--- src/rtl/fetch_entry_buffer_pkg.sv ---
// Packages used by the fetch entry buffer slice.
//  - config_pkg / ariane_pkg: minimal stand-ins for the core packages so this
//    slice elaborates on its own. They carry only the fields the buffer needs.
//  - fetch_entry_buffer_pkg: parameter legality helper used by the buffer.

package config_pkg;

  typedef struct packed {
    int unsigned XLEN;
    int unsigned VLEN;
  } cva6_cfg_t;

  localparam cva6_cfg_t cva6_cfg_empty = '0;

endpackage

package ariane_pkg;

  typedef struct packed {
    logic [63:0] cause;
    logic [63:0] tval;
    logic        valid;
  } exception_t;

  typedef struct packed {
    logic [63:0] address;
    logic [31:0] instruction;
    exception_t  ex;
  } fetch_entry_t;

endpackage

package fetch_entry_buffer_pkg;

  localparam int unsigned FEB_MIN_DEPTH = 2;

  // Pointers wrap naturally, so only power-of-two depths are legal.
  function automatic bit depth_is_valid(int unsigned depth);
    return (depth >= FEB_MIN_DEPTH) && ((depth & (depth - 1)) == 0);
  endfunction

endpackage

--- src/rtl/fetch_entry_buffer.sv ---
// fetch_entry_buffer: elastic buffer between frontend fetch-entry output and
// decode input. Holds up to DEPTH entries, drops everything on flush, and
// stops accepting after an entry carrying a fetch exception until the next
// flush.
// Optional macro FETCH_ENTRY_BUFFER_BYPASS_EN: when defined, an empty buffer
// forwards the incoming entry combinationally (zero-cycle latency).

module fetch_entry_buffer
  import fetch_entry_buffer_pkg::*;
#(
  parameter config_pkg::cva6_cfg_t CVA6Cfg = config_pkg::cva6_cfg_empty,
  parameter int unsigned           DEPTH   = 4
) (
  input  logic                     clk_i,
  input  logic                     rst_ni,
  input  logic                     flush_i,
  input  ariane_pkg::fetch_entry_t fetch_entry_i,
  input  logic                     fetch_entry_valid_i,
  output logic                     fetch_entry_ready_o,
  output ariane_pkg::fetch_entry_t fetch_entry_o,
  output logic                     fetch_entry_valid_o,
  input  logic                     fetch_entry_ready_i,
  output logic [$clog2(DEPTH):0]   usage_o,
  output logic                     halted_o
);

  localparam int unsigned      DEPTH_W    = $clog2(DEPTH);
  localparam logic [DEPTH_W:0] FULL_COUNT = (DEPTH_W + 1)'(DEPTH);

  // Elaboration-time parameter checks.
  if (!depth_is_valid(DEPTH)) begin : g_bad_depth
    $error("fetch_entry_buffer: DEPTH must be a power of two >= 2");
  end
  if (CVA6Cfg.XLEN > 64) begin : g_bad_xlen
    $error("fetch_entry_buffer: XLEN wider than the 64-bit entry address");
  end

  ariane_pkg::fetch_entry_t mem_q [DEPTH];

  logic [DEPTH_W-1:0] rd_ptr_q, rd_ptr_d;
  logic [DEPTH_W-1:0] wr_ptr_q, wr_ptr_d;
  logic [DEPTH_W:0]   count_q, count_d;
  logic               halt_q, halt_d;

  logic empty;
  logic push;   // upstream handshake
  logic pop;    // downstream handshake
  logic store;  // push that lands in the array
  logic take;   // pop that frees an array slot

  assign empty               = (count_q == '0);
  assign fetch_entry_ready_o = (count_q != FULL_COUNT) && !halt_q && !flush_i;
  assign push                = fetch_entry_valid_i && fetch_entry_ready_o;

`ifdef FETCH_ENTRY_BUFFER_BYPASS_EN
  // When empty, the input is forwarded; if decode takes it in the same
  // cycle it never touches the array. ready_o already folds in !flush_i.
  assign fetch_entry_valid_o = empty ? push : !flush_i;
  assign fetch_entry_o       = empty ? fetch_entry_i : mem_q[rd_ptr_q];
  assign pop                 = fetch_entry_valid_o && fetch_entry_ready_i;
  assign store               = push && !(empty && fetch_entry_ready_i);
  assign take                = pop && !empty;
`else
  assign fetch_entry_valid_o = !empty && !flush_i;
  assign fetch_entry_o       = mem_q[rd_ptr_q];
  assign pop                 = fetch_entry_valid_o && fetch_entry_ready_i;
  assign store               = push;
  assign take                = pop;
`endif

  assign usage_o  = count_q;
  assign halted_o = halt_q;

  // Next-state for pointers, count and halt; flush wins over everything.
  always_comb begin
    rd_ptr_d = rd_ptr_q;
    wr_ptr_d = wr_ptr_q;
    count_d  = count_q;
    halt_d   = halt_q;
    if (flush_i) begin
      rd_ptr_d = '0;
      wr_ptr_d = '0;
      count_d  = '0;
      halt_d   = 1'b0;
    end else begin
      if (store) wr_ptr_d = wr_ptr_q + 1'b1;
      if (take)  rd_ptr_d = rd_ptr_q + 1'b1;
      unique case ({store, take})
        2'b10:   count_d = count_q + 1'b1;
        2'b01:   count_d = count_q - 1'b1;
        default: count_d = count_q;
      endcase
      if (push && fetch_entry_i.ex.valid) halt_d = 1'b1;
    end
  end

  // Control state registers.
  always_ff @(posedge clk_i or negedge rst_ni) begin
    if (!rst_ni) begin
      rd_ptr_q <= '0;
      wr_ptr_q <= '0;
      count_q  <= '0;
      halt_q   <= 1'b0;
    end else begin
      rd_ptr_q <= rd_ptr_d;
      wr_ptr_q <= wr_ptr_d;
      count_q  <= count_d;
      halt_q   <= halt_d;
    end
  end

  // Entry storage; contents are don't-care until written, so no reset.
  always_ff @(posedge clk_i) begin
    if (store) mem_q[wr_ptr_q] <= fetch_entry_i;
  end

endmodule

--- config.mk ---
export PLATFORM = sky130hd
export DESIGN_NAME = fetch_entry_buffer
export DESIGN_NICKNAME = d
export VERILOG_FILES = /design/src/rtl/fetch_entry_buffer_pkg.sv /design/src/rtl/fetch_entry_buffer.sv
export SDC_FILE = /design/constraint.sdc
export NUM_CORES = 1
export LEC_CHECK = 0
export BUFFER_PORTS_ARGS = -buffer_cell sky130_fd_sc_hd__buf_2
export CAP_MARGIN = 25
export CORE_ASPECT_RATIO = 1.4
export CORE_MARGIN = 3
export CORE_UTILIZATION = 51
export DETAILED_ROUTE_END_ITERATION = 8
export PLACE_DENSITY = 0.75
export SYNTH_ARGS = -nofsm -noshare
export SYNTH_HDL_FRONTEND = slang
export SYNTH_SLANG_ARGS = --single-unit
--- constraint.sdc ---
create_clock -name clk_i -period 6.3 [get_ports clk_i]
set_input_delay 0.315 -clock clk_i [delete_from_list [all_inputs] [get_ports clk_i]]
set_output_delay 0.315 -clock clk_i [all_outputs]
set_load 0.02 [all_outputs]
==> metrics.cfg <==
[yosys]
synth_top_area_share_pct=82.2
syn_area_mm2=0.0329
yosys.area.top_type=edfxtp_1
yosys_warnings=0
postSynthAreaPerCell_um2=26.7
yosys.cell_types.count=33
yosysSeqAreaShare_pct=82.8
netlist_instances=1233
synth_area_leaders=edfxtp_1, mux4_2, dfrtp_1
syn_nets=1468
ys_ff_latch=908

[global_route]
overflow=0
grt.busiest_layer=met2
antenna_found_initial=7
grt_pass1_wl_mm=105
grt.total_usage_pct=20.8
grt_pass1_vias=17300
grt_max_degree=130
use_met2_pct=35.2
use_met1_pct=25.9
grt_use_met3_pct=4.96

[route]
wl_mm=69.2
vias=15800
first_pass_iters=5
avgRoutedWirePerCell_um=24.1
drc=0
postRouteAntennaNets=0
via_per_inst=5.51
drtIter0Drc=1376

[place]
gp_congestion=0.782
pre_cts_ws_ns=3.31
dp_hpwl_mm=40.4
portBuffers=460

[cts]
root_buffer=clkbuf_16
h-tree-depth=3
insertion_delay_ns=0.63
cts_resized=0
postCtsSetupBuffers=0
ctsHoldBuffers=226
cts.sinks=908
numCtsBuffers=84
cts_tree=built
path_clk_slew_ns=0.06
cts_buffer_depth=3

[job]
maxCapViolations=0

[timing]
tightest_slew_ns=1.02
maxSlewViolCount=0
rsz0062_at_grt=no
layout_setup_ws_ns=3.02
tns_ns=0
fmax_mhz=305
setup_viol=0
slew_headroom_pct=32.1
skew_ns=0.0196
holdWs_ns=0.0403
fin_crit_sh_pct=52.1
post-route-min-period_ns=3.28
hold_violations=0

[critical_path]
cp_data_required_time_ns=5.98
rrSetupSlack_ns=3.45
worst_ep_arrival_time_ns=2.97
path_class=reg2out
startpoint_type=register
cp_num_buf_inv=2
endpoint_kind=output port
crit_path_max_incr_delay_ns=0.76
cp_cell_sequence=buf_12, mux4_2, buf_2
crit_fanout=91
cp_slowest_cell=dfrtp_4
cpLargestDelayFamily=flip-flops

[floorplanning]
rows=109
die_h_um=306
coreArea_mm2=0.0636
start_util_pct=51.8
die_width_um=221
dieArea_mm2=0.0676
pin_count=461

[pwr]
peakVddDrop_uv=410
power.total_w=0.0138
power_density_mw_per_mm2=336
leakagePower_nw=13.7

[hold_path]
min_path_type=in2reg

[final_layout]
finalNetCount=2203
area_growth_pct=25.0
drive_gt1_share_pct=40.7

[status]
status=complete, no violations

[cell type report]
cell class / count / area [um^2]
repair buffers: 702 / 4770
clock buffers: 102 / 2190
flip-flops and latches: 908 / 27200
fillers: 4106 / 22500
inverters: 5 / 18.8
well taps: 832 / 1040
diodes: 6 / 15.0
multi-input cells: 267 / 5420
clock inverters: 48 / 404
[flip-flops by register name (all words and copies together) (netlist names)]
name / count
halted_o: 1
wr_ptr_q: 2
rd_ptr_q: 2
mem_q: 900
usage_o: 3
[placed cells by master (no fill, tap or decap), types with 2 or more instances in the layout]
| cell | synthesis | layout |
|---|---|---|
| clkinv_8 | 0 | 3 |
| buf_4 | 1 | 9 |
| clkinv_1 | 0 | 18 |
| clkbuf_16 | 0 | 85 |
| bufinv_16 | 0 | 5 |
| dfrtp_1 | 8 | 6 |
| edfxtp_1 | 900 | 900 |
| nor3_1 | 2 | 2 |
| ha_1 | 4 | 4 |
| xnor2_1 | 2 | 2 |
| diode_2 | 0 | 6 |
| dlygate4sd3_1 | 0 | 226 |
| clkinvlp_4 | 0 | 5 |
| xor2_1 | 3 | 3 |
| buf_12 | 0 | 7 |
| clkinv_2 | 0 | 13 |
| dfrtp_4 | 0 | 2 |
| inv_1 | 5 | 5 |
| and3_4 | 0 | 4 |
| nor2_1 | 7 | 7 |
| mux4_2 | 225 | 225 |
| nand2_1 | 2 | 2 |
| buf_2 | 26 | 460 |
| inv_6 | 0 | 3 |
| clkbuf_1 | 16 | 17 |
[final timing paths]
check	start	end	depth (start not counted)
setup / recovery	rd_ptr_q[0]	fetch_entry_o[126]	3
hold / removal	fetch_entry_ready_i	usage_o[1]	3
setup reg to reg	halted_o	mem_q[1][197]	3
hold reg to reg	halted_o	halted_o	2
max in group asynchronous	rst_ni	rd_ptr_q[1]	2
min in group asynchronous	rst_ni	usage_o[1]	2
[through the flow]
stage	util (%)	std cells	cell area (um^2)
final	64.7	2870	41100
after global placement	57.0	2488	36200
after floorplan	-	1233	32900
after detailed placement	57.0	2488	36200
after CTS	64.6	2864	41100
after global routing	64.7	2868	41100
[power breakdown]
group	internal, W	switching (W)	total, W
sequential	0.00691	0.0000839	0.00699
combinational	0.000865	0.00116	0.00203
clock	0.00269	0.00212	0.00481
[worst reg2reg max path: cells and delay by family, from the launching register on]
family                 cells  cell delay [ns]
flip-flops                 1             0.42
AND/OR/NAND/NOR            2             1.10
buffers and inverters      1             0.87
[cell families after synthesis]
kind of cell | after synthesis | synth area share [%]
flops | 908 | 82.8
mux | 228 | 15.5
buf+inv | 58 | 0.795
simple gates | 22 | 0.380
compound gates | 7 | 0.194
xor+xnor | 5 | 0.133
fa+ha+maj | 5 | 0.213
[cells in the mapped netlist]
| library cell | number |
|---|---|
| nand2_1 | 2 |
| buf_1 | 9 |
| and2_4 | 1 |
| buf_4 | 1 |
| nor3b_1 | 1 |
| xor2_1 | 3 |
| mux4_2 | 225 |
| o31ai_1 | 1 |
| a21oi_1 | 1 |
| mux2_2 | 1 |
| buf_2 | 26 |
| nor2_1 | 7 |
| mux2_1 | 1 |
| fa_1 | 1 |
| and3_1 | 5 |
| o31ai_2 | 1 |
| edfxtp_1 | 900 |
| nor3b_2 | 1 |
| xnor2_1 | 2 |
| inv_1 | 5 |
| a211oi_1 | 1 |
| nand2b_1 | 1 |
| o21ba_2 | 1 |
| o21ai_0 | 1 |
| nor3_1 | 2 |
| nor2b_1 | 1 |
| clkbuf_1 | 16 |
| mux2i_1 | 1 |
| o32ai_2 | 1 |
| ha_1 | 4 |
| or3b_1 | 1 |
| dfrtp_1 | 8 |
| buf_6 | 1 |
[metal layers]
metal	vias up	share of wire [%]
met2	627	53
li1	6829	-
met1	8241	36
met4	2	3.6
met5	-	0.016
met3	123	7.2
Power figures use the tool's default switching activity.
